File: src/rtl/axi2mem_pkg.sv
// axi2mem_pkg: shared sizing helpers for the axi2mem N-lane data-path buffer
package axi2mem_pkg;
  function automatic int lane_strb(input int dw);
    return dw / 8;
  endfunction
  function automatic int cnt_width(input int depth);
    return $clog2(depth + 1);
  endfunction
  function automatic int ptr_width(input int depth);
    return depth > 1 ? $clog2(depth) : 1;
  endfunction
endpackage

File: src/rtl/axi2mem_fifo_cnt.sv
// axi2mem_fifo_cnt: registered FIFO of any depth with occupancy count and sync flush
module axi2mem_fifo_cnt
  import axi2mem_pkg::*;
#(
  parameter int DATA_WIDTH = 32,
  parameter int DEPTH      = 2
) (
  input  logic                        clk_i,
  input  logic                        rst_i,
  input  logic                        flush_i,
  input  logic                        push_valid_i,
  output logic                        push_ready_o,
  input  logic [DATA_WIDTH-1:0]       push_data_i,
  output logic                        pop_valid_o,
  input  logic                        pop_ready_i,
  output logic [DATA_WIDTH-1:0]       pop_data_o,
  output logic [cnt_width(DEPTH)-1:0] count_o
);
  localparam int CW = cnt_width(DEPTH);
  localparam int PW = ptr_width(DEPTH);
  logic [DATA_WIDTH-1:0] mem [DEPTH];
  logic [PW-1:0] wr_ptr, rd_ptr;
  logic push, pop;
  assign push_ready_o = count_o != CW'(DEPTH);
  assign pop_valid_o  = count_o != '0;
  assign push         = push_valid_i & push_ready_o;
  assign pop          = pop_ready_i & pop_valid_o;
  assign pop_data_o   = mem[rd_ptr];
  always_ff @(posedge clk_i or posedge rst_i)
    if (rst_i) begin
      wr_ptr  <= '0;
      rd_ptr  <= '0;
      count_o <= '0;
      for (int k = 0; k < DEPTH; k++) mem[k] <= '0;
    end else if (flush_i) begin
      wr_ptr  <= '0;
      rd_ptr  <= '0;
      count_o <= '0;
    end else begin
      if (push) begin
        mem[wr_ptr] <= push_data_i;
        wr_ptr      <= wr_ptr == PW'(DEPTH - 1) ? '0 : wr_ptr + 1'b1;
      end
      if (pop) rd_ptr <= rd_ptr == PW'(DEPTH - 1) ? '0 : rd_ptr + 1'b1;
      count_o <= count_o + CW'(push) - CW'(pop);
    end
endmodule

File: src/rtl/axi2mem_trans_unit_nlane.sv
// axi2mem_trans_unit_nlane: merges per-lane TCDM read data into AXI beats and splits AXI write beats per lane
module axi2mem_trans_unit_nlane
  import axi2mem_pkg::*;
#(
  parameter int NB_LANES          = 2,
  parameter int LANE_DW           = 32,
  parameter int ID_WIDTH          = 6,
  parameter int RD_DEPTH          = 2,
  parameter int WR_DEPTH          = 2,
  parameter int SB_DEPTH          = 8,
  parameter int WR_SKIP_ZERO_STRB = 0
) (
  input  logic                                    clk_i,
  input  logic                                    rst_i,
  input  logic                                    flush_i,
  input  logic [NB_LANES*LANE_DW-1:0]             rd_data_push_dat_i,
  input  logic [NB_LANES-1:0]                     rd_data_push_req_i,
  output logic [NB_LANES-1:0]                     rd_data_push_gnt_o,
  input  logic [ID_WIDTH-1:0]                     rd_data_push_id_i,
  input  logic                                    rd_data_push_last_i,
  output logic [NB_LANES*LANE_DW-1:0]             rd_data_pop_dat_o,
  input  logic                                    rd_data_pop_req_i,
  output logic                                    rd_data_pop_gnt_o,
  output logic [ID_WIDTH-1:0]                     rd_data_pop_id_o,
  output logic                                    rd_data_pop_last_o,
  input  logic [NB_LANES*LANE_DW-1:0]             wr_data_push_dat_i,
  input  logic [NB_LANES*LANE_DW/8-1:0]           wr_data_push_strb_i,
  input  logic                                    wr_data_push_req_i,
  output logic                                    wr_data_push_gnt_o,
  output logic [NB_LANES*LANE_DW-1:0]             wr_data_pop_dat_o,
  output logic [NB_LANES*LANE_DW/8-1:0]           wr_data_pop_strb_o,
  input  logic [NB_LANES-1:0]                     wr_data_pop_req_i,
  output logic [NB_LANES-1:0]                     wr_data_pop_gnt_o,
  output logic [$clog2(SB_DEPTH+1)-1:0]           rd_level_o,
  output logic [NB_LANES*$clog2(WR_DEPTH+1)-1:0]  wr_level_o
);
  localparam int LS  = lane_strb(LANE_DW);
  localparam int RCW = cnt_width(RD_DEPTH);
  localparam int WCW = cnt_width(WR_DEPTH);
  typedef struct packed {
    logic [ID_WIDTH-1:0] id;
    logic                last;
  } rd_sb_t;
  rd_sb_t sb_in, sb_out;
  logic [NB_LANES-1:0] rd_ready, rd_vld, rd_valid, wr_ready, wr_en, wr_push;
  logic sb_ready, sb_valid, rd_pop;
  assign sb_in              = '{id: rd_data_push_id_i, last: rd_data_push_last_i};
  assign rd_data_pop_gnt_o  = &rd_valid & sb_valid;
  assign rd_pop             = rd_data_pop_gnt_o & rd_data_pop_req_i;
  assign rd_data_pop_id_o   = sb_out.id;
  assign rd_data_pop_last_o = sb_out.last;
  assign wr_data_push_gnt_o = &(~wr_en | wr_ready);
  // ID and LAST travel in their own FIFO, pushed together with lane 0
  axi2mem_fifo_cnt #(.DATA_WIDTH($bits(rd_sb_t)), .DEPTH(SB_DEPTH)) u_sb (
    .clk_i, .rst_i, .flush_i,
    .push_valid_i(rd_data_push_req_i[0] & rd_ready[0]),
    .push_ready_o(sb_ready),
    .push_data_i (sb_in),
    .pop_valid_o (sb_valid),
    .pop_ready_i (rd_pop),
    .pop_data_o  (sb_out),
    .count_o     (rd_level_o)
  );
  for (genvar i = 0; i < NB_LANES; i++) begin : g_lane
    logic [RCW-1:0] rd_cnt;
    assign rd_data_push_gnt_o[i] = rd_ready[i] & (i == 0 ? sb_ready : 1'b1);
    assign rd_valid[i] = rd_vld[i] & (rd_cnt != '0);
    assign wr_en[i]    = WR_SKIP_ZERO_STRB != 0 ? |wr_data_push_strb_i[i*LS +: LS] : 1'b1;
    assign wr_push[i]  = wr_data_push_req_i & wr_data_push_gnt_o & wr_en[i];
    axi2mem_fifo_cnt #(.DATA_WIDTH(LANE_DW), .DEPTH(RD_DEPTH)) u_rd (
      .clk_i, .rst_i, .flush_i,
      .push_valid_i(rd_data_push_req_i[i] & rd_data_push_gnt_o[i]),
      .push_ready_o(rd_ready[i]),
      .push_data_i (rd_data_push_dat_i[i*LANE_DW +: LANE_DW]),
      .pop_valid_o (rd_vld[i]),
      .pop_ready_i (rd_pop),
      .pop_data_o  (rd_data_pop_dat_o[i*LANE_DW +: LANE_DW]),
      .count_o     (rd_cnt)
    );
    axi2mem_fifo_cnt #(.DATA_WIDTH(LANE_DW + LS), .DEPTH(WR_DEPTH)) u_wr (
      .clk_i, .rst_i, .flush_i,
      .push_valid_i(wr_push[i]),
      .push_ready_o(wr_ready[i]),
      .push_data_i ({wr_data_push_strb_i[i*LS +: LS], wr_data_push_dat_i[i*LANE_DW +: LANE_DW]}),
      .pop_valid_o (wr_data_pop_gnt_o[i]),
      .pop_ready_i (wr_data_pop_req_i[i]),
      .pop_data_o  ({wr_data_pop_strb_o[i*LS +: LS], wr_data_pop_dat_o[i*LANE_DW +: LANE_DW]}),
      .count_o     (wr_level_o[i*WCW +: WCW])
    );
  end
endmodule

File: config.mk
export PLATFORM = sky130hd
export DESIGN_NAME = axi2mem_trans_unit_nlane
export DESIGN_NICKNAME = d
export VERILOG_FILES = /design/src/rtl/axi2mem_pkg.sv /design/src/rtl/axi2mem_fifo_cnt.sv /design/src/rtl/axi2mem_trans_unit_nlane.sv
export SDC_FILE = /design/constraint.sdc
export NUM_CORES = 1
export LEC_CHECK = 0
export ABC_AREA = 1
export CORE_UTILIZATION = 35
export DETAILED_ROUTE_END_ITERATION = 10
export GPL_ROUTABILITY_DRIVEN = 0
export PLACE_DENSITY = 0.64
export REMOVE_ABC_BUFFERS = 1
export SYNTH_ARGS = -nofsm -noshare
export SYNTH_HDL_FRONTEND = slang
export SYNTH_HIERARCHICAL = 1
export SYNTH_SLANG_ARGS = --single-unit
File: constraint.sdc
create_clock -name clk_i -period 7.1 [get_ports clk_i]
set_input_delay 1.065 -clock clk_i [delete_from_list [all_inputs] [get_ports clk_i]]
set_output_delay 1.065 -clock clk_i [all_outputs]
set_load 0.05 [all_outputs]
# After elaboration in Yosys (flattened, before gate mapping)
# Index checks and enable logic that the tools add are counted.
totals:
  register_bits: 354
  input_bits: 152
  output_inout_bits: 157
  wordCells: 193
op_classes:
  n_addsub: 20
  order_cmp: 15
  eq_ne: 7
  muxes: 65
  bitwise: 28
  n_reduce_logical: 27
ops:
  columns: ["cell", "count"]
  rows:
  - ["$mux 36", 8]
  - ["$mux 32", 8]
  - ["$bwmux 72", 2]
  - ["$bwmux 64", 2]
  - ["$demux 36 s1", 2]
  - ["$demux 32 s1", 2]
  - ["$bwmux 56", 1]
  - ["$reduce_bool 2->1", 14]
  - ["$mux 1", 24]
  - ["$bmux 7 s3", 1]
  - ["$demux 7 s3", 1]
  - ["$mux 7", 3]
  - ["$mux 3", 6]
  - ["$and 1x1->1", 17]
  - ["$ge 2x2->1 const B", 8]
  - ["$not 1->2", 8]
  - ["$reduce_and 2->1", 7]
  - ["$add 1x1->1 const B", 8]
  - ["$add 2x1->2", 4]
  - ["$ge 4x4->1 const B", 2]
  - ["$lt 2x1->1 const B", 4]
  - ["$mux 2", 4]
  - ["$ne 2x2->1 const B", 4]
  - ["$not 3->4", 2]
  - ["other kinds (11)", 20]

# Logic depth before layout (Yosys ltp)
# Gate-level depths: netlist (run 1).
logic_depth:
  ltp_word: 7
  depth_mapped: 18
  ltp_nobuf: 18

# Hierarchy
# The synthesis (run 1) kept the hierarchy.
modules_own_cells:
  columns: ["module", "instances", "cells_each", "area_each_um2", "seq_area_each_um2"]
  rows:
  - ["axi2mem_fifo_cnt at g_lane[0].u_wr ...", 2, 468, 3659.8, 1901.8]
  - ["axi2mem_fifo_cnt at g_lane[0].u_rd ...", 2, 421, 3308.2, 1701.6]
  - ["axi2mem_fifo_cnt at u_sb", 1, 465, 3497.1, 1651.6]
  - ["axi2mem_trans_unit_nlane", 1, 23, 92.6, 0.0]

# Least setup slack after synthesis (run 1)
# OpenSTA, ideal clock, no wires.
synth_timing:
  kind: "register -> register"
  start: "reg g_lane[0].u_wr.count_o[0]"
  end: "reg g_lane[0].u_wr.count_o[1]"
  t_arrival_ns: 2.736
  path_slack_ns: 4.245
  path_stages_with_launch: 14
  path_buffers: 3
  path_cell_list: "dfrtp_1 -> inv_1 -> nand2_2 -> buf_2 -> buf_2 -> nand2_1 -> nor2_1 -> buf_2 -> nand2_1 -> ha_1 -> inv_1 -> ha_1 -> a21oi_1 -> nor2_1"
synth_via:
  elab_chain_len: 7
  word_cells_on_any_way: 9
  classes_between: "add/sub: 2; eq/ne: 1; mux: 1; bitwise: 3; reduce/logical: 2"
synth_lines:
  columns: ["item", "line_no", "rtl"]
  rows:
  - ["start, declared", "axi2mem_fifo_cnt.sv:17", "output logic [cnt_width(DEPTH)-1:0] count_o"]
  - ["start signal, assigned", "axi2mem_fifo_cnt.sv:45", "count_o <= count_o + CW'(push) - CW'(pop);"]
  - ["$ne 2x2->1", "axi2mem_fifo_cnt.sv:24", "assign push_ready_o = count_o != CW'(DEPTH);"]
  - ["net wr_ready[0]", "axi2mem_trans_unit_nlane.sv:45", "logic [NB_LANES-1:0] rd_ready, rd_vld, rd_valid, wr_ready, wr_en, wr_push;"]
  - ["$reduce_and 2->1", "axi2mem_trans_unit_nlane.sv:52", "assign wr_data_push_gnt_o = &(~wr_en | wr_ready);"]
  - ["$and 1x1->1", "axi2mem_trans_unit_nlane.sv:69", "assign wr_push[i] = wr_data_push_req_i & wr_data_push_gnt_o & wr_en[i];"]
  - ["net wr_push[0]", "axi2mem_trans_unit_nlane.sv:45", null]
  - ["$and 1x1->1", "axi2mem_fifo_cnt.sv:26", "assign push = push_valid_i & push_ready_o;"]
  - ["$add 2x1->2", "axi2mem_fifo_cnt.sv:45", null]
  - ["$sub 2x1->2", "axi2mem_fifo_cnt.sv:45", null]
  - ["$mux 2", "axi2mem_fifo_cnt.sv:35", "end else if (flush_i) begin"]
# The timed path passes the listed nets, and every way through them passes these cells.
# A chain may end at the register's enable or synchronous reset.

# Final worst setup path (run 1)
layout_timing:
  start: "reg u_sb.rd_ptr[0]"
  end: "out rd_data_pop_id_o[3]"
layout_via:
  elab_chain_len: 4
layout_lines:
  columns: ["item", "line_no", "rtl"]
  rows:
  - ["start, declared", "axi2mem_fifo_cnt.sv:22", "logic [PW-1:0] wr_ptr, rd_ptr;"]
  - ["start signal, assigned", "axi2mem_fifo_cnt.sv:44", "if (pop) rd_ptr <= rd_ptr == PW'(DEPTH - 1) ? '0 : rd_ptr + 1'b1;"]
  - ["$not 3->4 (implied by the code)", "axi2mem_fifo_cnt.sv:28", "assign pop_data_o = mem[rd_ptr];"]
  - ["$bmux 7 s3", "axi2mem_fifo_cnt.sv:28", null]
  - ["$mux 7 (implied by the code) (2 in series)", "axi2mem_fifo_cnt.sv:28", null]
  - ["end, declared", "axi2mem_trans_unit_nlane.sv:24", "output logic [ID_WIDTH-1:0] rd_data_pop_id_o,"]
# Every way passes these cells. The select of a mux whose other input is x is not followed.

==> results.md, run 1 <==
- Post-route clock skew: 0.0220 ns
- CTS clock-pin slew for the worst setup and hold paths: 0.06 ns
- Synth-to-layout area growth: 26.6%
- Total gr overflow: 0
- Fin. Hold Viols: 0
- CP required: 6.03 ns
- Synth warn: 6
- Wire per inst: 17.1 um
- Initial DRC count: 1373
- Tcrit/Tclk final: 0.609
- Vias/cell: 5.16
- Crit Path Max Fanout: 31
- Vias after detailed routing: 16400
- Sequential cell area: 0.00886 mm^2
- Antenna violations before repair: 7
- CTS max path bufs: 3
- Clock Tree Root: clkbuf_16
- Largest net degree at the start of global routing: 77
- Fin crit period: 4.33 ns
- GRT Util Overall: 0.210
- Core area: 0.0492 mm^2
- Final setup viols: 0
- Area of the multi-input gates: 0.00755 mm^2
- End-of-flow core utilization: 0.451
- Register bit total from synthesis: 354
- Reg2reg setup slack: 3.52 ns
- Critical path class: reg2out
- Post-synthesis sequential area ratio: 0.505
- Clock Latency Late Sink: 0.56 ns
- Width of the chip: 226 um
- Synth area leader: dfrtp_1
- Worst rel slew slack: 0.279
- Critical Path AT: 3.26 ns
- Die area: 0.0510 mm^2
- Critical Path Source Type: flip-flop
- Place WS: 3.36 ns
- Detail Placement HPWL: 33100 um
- Slew Viols, Final: 0
- Num ports: 309
- Max Clk Rate: 0.231 GHz
- Initial core utilization: 0.357
- Vias in the first global route: 15600
- RSZ-0062 raised after global routing: no
- Post-Synthesis Cells: 2266
- TNS Setup: 0 ns
- Ratio of cells with drive above 1 in the final layout: 0.0514
- Critical Path End Type: output port
- CTS resizes: 0
- CTS tree: done
- Number of distinct library cells after synthesis: 24
- Routed Antenna Nets: 0
- Hold Buf Count CTS: 0
- Post-CTS Setup Bufs: 0
- Worst VDD drop: 450 uV
- P_leak: 0.0114 uW
- Outcome: completed
- # nets final: 2648
- DR DRC count: 0
- H-tree levels: 2
- Top cells by area, synth: dfrtp_1, nand2_1, nand4_1, buf_2, inv_1
- Worst-margin pin slew: 1.08 ns
- Power per Cell Area: 467 mW/mm^2
- Antenna cells: 0
- Fillers: 4827
- Final setup margin: 2.77 ns
- Netlist Area Pre-Place: 0.0175 mm^2
- Cell Rows: 81
- CTS Sinks: 354
- Die Height: 226 um
- Worst Hold Class: reg2reg
- Drt total wl: 54300 um
- Cts bufs inserted: 43
- TritonRoute pass-1 iters: 5
- Max_cap viols: 0
- Top cell type's share of synthesized area: 0.505
- Number of port buffers: 308
- First-pass GRT wire length: 85900 um
- Syn_area_per_cell: 7.73 um^2
[cell usage after synthesis (all sizes together)]
cell	instances
a21oi	7
buf	134
clkbuf	32
dfrtp	354
fa	1
ha	17
inv	68
nand2	1184
nand3	33
nand4	326
nor2	75
o21ai	33
xnor2	1
xor2	1
[layer usage]
metal  share of wire  up-vias  global-route usage  routed length [um]
met2            0.46      531               0.328               24900
met3           0.094       96              0.0682                5090
li1                -     7833                   -                   -
met5          0.0014        -                   0                  75
met1            0.43     7907               0.279               23100
met4           0.020       12              0.0551                1100
[registers in the layout, indices dropped and copies added, names as in the netlist]
register             count
g_lane.u_wr/mem        144
g_lane.u_rd/mem        128
u_sb/mem                56
g_lane.u_rd/count_o      4
g_lane.u_wr/count_o      4
u_sb/count_o             4
u_sb/rd_ptr              3
u_sb/wr_ptr              3
g_lane.u_rd/rd_ptr       2
g_lane.u_rd/wr_ptr       2
g_lane.u_wr/rd_ptr       2
g_lane.u_wr/wr_ptr       2
[worst max-delay path, stage by stage, from the launching register on]
cell and delay [ns]:
dfrtp_1 0.89, inv_1 0.59, o21ai_0 0.32, nand2_1 0.09, nand2_1 0.06, nand2_1 0.06
clkdlybuf4s50_1 0.70
[report_power, final]
part | total (uW) | switching [uW] | internal (uW)
sequential | 3260 | 445 | 2810
combinational | 4880 | 3420 | 1450
clock | 2220 | 854 | 1370
[placed cells by master, fill, tap and decap left out, drive strengths merged]
cell           instances
nand3                 33
dfrtp                354
bufinv                 5
nand2               1184
nand4                326
clkbuf                63
clkdlybuf4s50        307
fa                     1
ha                    17
xor2                   1
nor2                  75
o21ai                 33
buf                   26
clkinv                 7
a21oi                  7
inv                   69
xnor2                  1
[kinds of logic (layout without fill, tap and decap cells)]
group,after synthesis,count (layout),synth area share
adders and majority gates,18,18,0.0133
xor gates and xnor gates,2,2,0.00100
and+or+nand+nor,1618,1618,0.404
buffers and inverters,234,477,0.0645
DFF,354,354,0.505
AOI/OAI and AO/OA,40,40,0.0116
[path summary, 6_finish.rpt]
check | startpoint | to | cells past startpoint
max | u_sb/rd_ptr[0]$_DFFE_PP0P_ | rd_data_pop_id_o[3] | 6
min | g_lane[0].u_rd/mem[26]$_DFFE_PP0P_ | g_lane[0].u_rd/mem[26]$_DFFE_PP0P_ | 2
max reg2reg | g_lane[1].u_wr/count_o[0]$_DFF_PP0_ | g_lane[1].u_wr/mem[19]$_DFFE_PP0P_ | 9
min reg2reg | g_lane[0].u_rd/mem[26]$_DFFE_PP0P_ | g_lane[0].u_rd/mem[26]$_DFFE_PP0P_ | 2
max in group asynchronous | rst_i | g_lane[0].u_rd/mem[63]$_DFFE_PP0P_ | 3
min in group asynchronous | rst_i | g_lane[1].u_rd/count_o[0]$_DFF_PP0_ | 2
[through the flow]
| step | instance area, um^2 | hold WS [ns] | cells | total power (uW) |
|---|---|---|---|---|
| after global placement | 20800 | 0.452 | 3097 | 8070 |
| final | 22200 | 0.469 | 3173 | 10400 |
| after floorplan | 16700 | 0.437 | 2100 | 6430 |
| after detailed placement | 20800 | 0.458 | 3097 | 8170 |
| after global routing | 22200 | 0.483 | 3173 | 11000 |
| after CTS | 22200 | 0.471 | 3173 | 10400 |
[area by class of cell]
cell class,instances,area share
Inverter,68,0.0115
Clock inverter,13,0.00908
Tap cell,664,0.0374
Multi-Input combinational cell,1678,0.340
Clock buffer,63,0.0550
Sequential cell,354,0.399
Timing Repair Buffer,333,0.147
(Power assumes the default switching activity.)
==> inputs of run 2 (changes only) <==
- clock period: 7.1 -> 4.4 ns (I/O delays scaled with it)
==> results.md, run 2 (synthesis results as in run 1) <==
- Tcrit/Tclk final: 0.872
- Cts bufs inserted: 42 (-2.3%)
- Worst VDD drop: 495 uV (+9.8%)
- Worst Reg2Reg Path Length in Cells: 15 (+6)
- Largest regs: g_lane.u_wr/mem x144, g_lane.u_rd/mem x128, u_sb/mem x56
- H-tree levels: 2 (unchanged)
- Critical Path Source Type: flip-flop
- RSZ-0062 raised after global routing: no
- Vias in the first global route: 15700 (+0.60%)
- Largest net degree at the start of global routing: 76 (-1.3%)
- Num ports: 309 (unchanged)
- P_leak: 0.0114 uW (+0.19%)
- Post-CTS Setup Bufs: 0 (unchanged)
- Seq pwr share: 0.317 (+0.002)
- Power Total: 16600 uW (+61%)
- Critical Path End Type: output port
- Post-route clock skew: 0.0161 ns (-0.00584 ns)
- Ratio of cells with drive above 1 in the final layout: 0.0545 (+0.00304)
- Comb pwr share: 0.474 (+0.003)
- Number of port buffers: 308 (unchanged)
- Power per Cell Area: 749 mW/mm^2 (+60%)
- Min Hold Slack: 0.467 ns (-0.00197 ns)
- Slew Viols, Final: 0 (unchanged)
- CP required: 3.74 ns (-2.29 ns)
- Hold Buf Count CTS: 0 (unchanged)
- Width of the chip: 226 um (unchanged)
- TritonRoute pass-1 iters: 5 (unchanged)
- Top reg by flops: g_lane.u_wr/mem
- Clock Latency Late Sink: 0.55 ns (about the same)
- Total gr overflow: 0 (unchanged)
- Routed Antenna Nets: 0 (unchanged)
- Worst-margin pin slew: 1.01 ns (-0.0661 ns)
- Clock Tree Root: clkbuf_16
- Synth-to-layout area growth: 26.8%
- Most frequent cells in the layout: nand2_1, dfrtp_1, nand4_1
- Antenna violations before repair: 6 (-1)
- Wire per inst: 17.1 um (about the same)
- Final setup viols: 0 (unchanged)
- NetSw: 7600 uW (+61%)
- GRT Util Overall: 0.212 (+0.00142)
- Hold depth: 2 (unchanged)
- Outcome: completed
- Critical Path AT: 3.18 ns (-0.08 ns)
- Worst rel slew slack: 0.324 (+0.0448)
- Initial DRC count: 1182 (-14%)
- Crit Path Max Fanout: 31 (unchanged)
- Max Clk Rate: 0.261 GHz
- Core area: 0.0492 mm^2 (unchanged)
- Sw Ratio: 0.457 (+0.00117)
- CTS tree: done
- Die Height: 226 um (unchanged)
- Cell Rows: 81 (unchanged)
- Inst Count DP: 3108 (+0.36%)
- Drt total wl: 54400 um (+0.20%)
- Fin. Hold Viols: 0 (unchanged)
- Max_cap viols: 0 (unchanged)
- End-of-flow core utilization: 0.452 (+0.000789)
- Initial core utilization: 0.357 (unchanged)
- DR DRC count: 0 (unchanged)
- Vias after detailed routing: 16300 (-0.63%)
- Internal power: 9040 uW (+60%)
- Critical path class: reg2out
- Die area: 0.0510 mm^2 (unchanged)
- Fin crit period: 3.84 ns
- CTS resizes: 0 (unchanged)
- Most common cell after layout, fill and taps aside: nand2_1
- # nets final: 2658 (+0.38%)
- CTS Sinks: 354 (unchanged)
- Clk pwr share: 0.210 (-0.005)
- CTS max path bufs: 3 (unchanged)
- Final cell count without fillers: 3181 (+0.25%)
- Vias/cell: 5.12 (-0.88%)
- Max reg flops: 144 (unchanged)
- TNS Setup: 0 ns (unchanged)
- Worst Hold Class: reg2reg
- Detail Placement HPWL: 34600 um (+4.3%)
- CTS clock-pin slew for the worst setup and hold paths: 0.06 ns (about the same)
- First-pass GRT wire length: 86200 um (+0.27%)
run 2: layer usage:
layer / GRT usage / share of wire
met1: 0.278 / 0.43
met2: 0.334 / 0.46
met3: 0.0692 / 0.091
met4: 0.0544 / 0.020
met5: 0 / 0.0011
run 2: final cells by class:
cell class | count | area (um^2)
diodes | 1 | 2.50
well taps | 664 | 831
multi-input cells | 1678 | 7550
clock inverters | 10 | 159
flip-flops and latches | 354 | 8860
fillers | 4865 | 26900
inverters | 68 | 255
repair buffers | 344 | 3350
clock buffers | 62 | 1220
run 2: final timing paths:
path	from	endpoint	slack, ns
max	u_sb/rd_ptr[0]$_DFFE_PP0P_	rd_data_pop_id_o[2]	0.56
min	g_lane[1].u_rd/mem[17]$_DFFE_PP0P_	g_lane[1].u_rd/mem[17]$_DFFE_PP0P_	0.47
max reg2reg	u_sb/count_o[2]$_DFF_PP0_	u_sb/count_o[1]$_DFF_PP0_	1.70
min reg2reg	g_lane[1].u_rd/mem[17]$_DFFE_PP0P_	g_lane[1].u_rd/mem[17]$_DFFE_PP0P_	0.47
max in group asynchronous	rst_i	g_lane[0].u_wr/mem[22]$_DFFE_PP0P_	2.49
min in group asynchronous	rst_i	g_lane[0].u_rd/mem[8]$_DFFE_PP0P_	0.75
run 2: stage by stage:
stage	instance area [um^2]	worst slack (ns)
floorplan	16700	-3.84
global placement	20800	1.24
detailed placement	20800	1.16
CTS	22200	0.555
global route	22200	0.273
finish	22200	0.561
run 2: worst max-delay path: stages (launching register included):
cell             delay [ns]
dfrtp_1                0.66
inv_1                  0.66
nand2_1                0.12
nand2_1                0.09
nand2_1                0.05
o21ai_0                0.09
nand2_1                0.09
nand2_1                0.07
clkdlybuf4s50_1        0.79
run 2: power groups by stage:
stage          Sequential, uW  Combinational, uW  Clock [uW]
6_report                 5270               7880        3490
5_1_grt                  5420               8540        3720
4_1_cts                  5260               7920        3600
3_5_place_dp             5300               7890           0
3_3_place_gp             5250               7790           0
2_1_floorplan            5240               5140           0
==> inputs of run 3 (changes only) <==
- DONT_BUFFER_PORTS: not set -> 1
- PLACE_DENSITY: 0.64 -> 0.56
==> results.md, run 3 (synthesis results as in run 1) <==
- Largest regs: g_lane.u_wr/mem x144, g_lane.u_rd/mem x128, u_sb/mem x56
- Inst Count DP: 2792 (-10%)
- Max_cap viols: 0 (unchanged)
- Largest net degree at the start of global routing: 76 (unchanged)
- Critical path class: reg2out
- Antenna cells: 0 (-1)
- Die area: 0.0510 mm^2 (unchanged)
- Slew Viols, Final: 0 (unchanged)
- CTS max path bufs: 3 (unchanged)
- Vias after detailed routing: 15200 (-6.8%)
- Worst path bufs/invs: 1 (-1)
- R2R Path Start: u_sb/count_o[2]$_DFF_PP0_
- Core area: 0.0492 mm^2 (unchanged)
- Most frequent cells in the layout: nand2_1, dfrtp_1, nand4_1
- Tcrit/Tclk final: 0.747 (-0.125)
- Outcome: completed
- Drt total wl: 53200 um (-2.1%)
- RSZ-0062 raised after global routing: no
- Initial DRC count: 1353 (+14%)
- Die Height: 226 um (unchanged)
- Post-CTS Setup Bufs: 0 (unchanged)
- Critical Path AT: 2.63 ns (-0.55 ns)
- Crit path launch: u_sb/rd_ptr[1]$_DFFE_PP0P_
- Cell Rows: 81 (unchanged)
- Width of the chip: 226 um (unchanged)
- Final setup viols: 0 (unchanged)
- Critical Path End Type: output port
- Max Clk Rate: 0.304 GHz (+17%)
- H-tree levels: 2 (unchanged)
- Max reg flops: 144 (unchanged)
- # nets final: 2343 (-12%)
- TNS Setup: 0 ns (unchanged)
- Fin crit period: 3.29 ns (-0.551 ns)
- Worst-margin pin slew: 1.22 ns (+0.207 ns)
- Total gr overflow: 0 (unchanged)
- CTS tree: done
- DR DRC count: 0 (unchanged)
- Crit-path cells: inv_1 > nor2_1 > o21ai_0 > nand2_1 > nand2_1 > nand2_1
- CTS resizes: 0 (unchanged)
- GRT Util Overall: 0.207 (-0.00430)
- CTS Sinks: 354 (unchanged)
- Fillers: 5033 (+3.5%)
- Num ports: 309 (unchanged)
- Hold Buf Count CTS: 0 (unchanged)
- CP required: 3.74 ns (about the same)
- Ratio of cells with drive above 1 in the final layout: 0.0609 (+0.00643)
- Number of port buffers: 0 (-100%)
- Max stage delay on crit path: 0.76 ns (-0.03 ns)
- Cts bufs inserted: 43 (+2.4%)
- Clock Latency Late Sink: 0.57 ns (+0.02 ns)
- Worst VDD drop: 431 uV (-13%)
- Min Hold Slack: 0.0567 ns (-0.410 ns)
- Most common cell on crit path: nand2_1
- P_leak: 0.0102 uW (-10%)
- Crit Path Max Fanout: 16 (-48%)
- End-of-flow core utilization: 0.390 (-0.0622)
- Antenna violations before repair: 0 (-6)
- Family with the most delay on the worst path: simple AND/OR/NAND/NOR gates
- Slowest cell on crit path: dfrtp_1
- Fin. Hold Viols: 0 (unchanged)
- Worst rel slew slack: 0.186 (-0.138)
- Worst Hold Class: in2async
- Detail Placement HPWL: 32800 um (-5.2%)
- Top reg by flops: g_lane.u_wr/mem
- Wire per inst: 18.6 um (+8.7%)
- TritonRoute pass-1 iters: 6 (+1)
- First-pass GRT wire length: 83600 um (-3.0%)
- Clock Tree Root: clkbuf_16
- Power per Cell Area: 798 mW/mm^2 (+6.6%)
- Most common cell after layout, fill and taps aside: nand2_1
- Initial core utilization: 0.357 (unchanged)
- Final cell count without fillers: 2865 (-9.9%)
- Synth-to-layout area growth: 9.37%
- Critical Path Source Type: flip-flop
- Vias/cell: 5.29 (+3.5%)
- Vias in the first global route: 14400 (-8.2%)
- Routed Antenna Nets: 0 (unchanged)
- CTS clock-pin slew for the worst setup and hold paths: 0.06 ns (about the same)
- Post-route clock skew: 0.0221 ns (+0.00597 ns)
[run 3: changes by cell type in the layout (fill, tap and decap cells not counted), moves of 2 or more]
cell             change
clkdlybuf4s50_1    -307
buf_4                -8
clkbuf_1             -5
clkbuf_16            +2
clkinv_2             +2
[run 3: final timing paths]
kind / endpoint / slack (ns) / cells past startpoint
worst min-delay path: u_sb/mem[7]$_DFFE_PP0P_ / 0.06 / 1
max in group asynchronous: g_lane[1].u_wr/wr_ptr$_DFFE_PP0P_ / 3.21 / 2
worst min register to register: g_lane[0].u_wr/mem[67]$_DFFE_PP0P_ / 0.47 / 2
worst max register to register: g_lane[0].u_rd/mem[37]$_DFFE_PP0P_ / 1.35 / 8
min in group clk_i: g_lane[1].u_rd/count_o[0]$_DFF_PP0_ / 0.17 / 1
worst max-delay path: rd_data_pop_id_o[0] / 1.11 / 6
[run 3: layout make-up]
cell class	instances	area (um^2)	area share
clock buffer	60	1260	0.0659
clock inverter	13	198	0.0103
inverter	68	255	0.0133
multi-input combinational	1678	7550	0.394
sequential	354	8860	0.462
tap	664	831	0.0433
timing repair buffer	28	210	0.0110
[run 3: metal layers]
metal  GRT usage  vias up  routed length, um
li1            -     7210                  -
met1       0.272     7404              22400
met2       0.325      485              24700
met3      0.0682       66               5060
met4      0.0595        0               1110
met5           0        -                  0
[run 3: power by group]
part           switching (uW)  internal [uW]  total (uW)  leakage, uW
Clock                    1410           2280        3690     0.000711
Combinational            5170           1090        6270      0.00501
Sequential                791           4540        5330      0.00451
Total                    7380           7910       15300       0.0102
[run 3: metrics by stage]
| step | total power, uW | instance area, um^2 | worst slack, ns |
|---|---|---|---|
| finish | 15300 | 19200 | 1.11 |
| global route | 16300 | 19200 | 0.924 |
| floorplan | 10400 | 16700 | -3.84 |
| CTS | 15500 | 19200 | 1.12 |
| global placement | 11600 | 17700 | 1.40 |
| detailed placement | 11700 | 17700 | 1.37 |
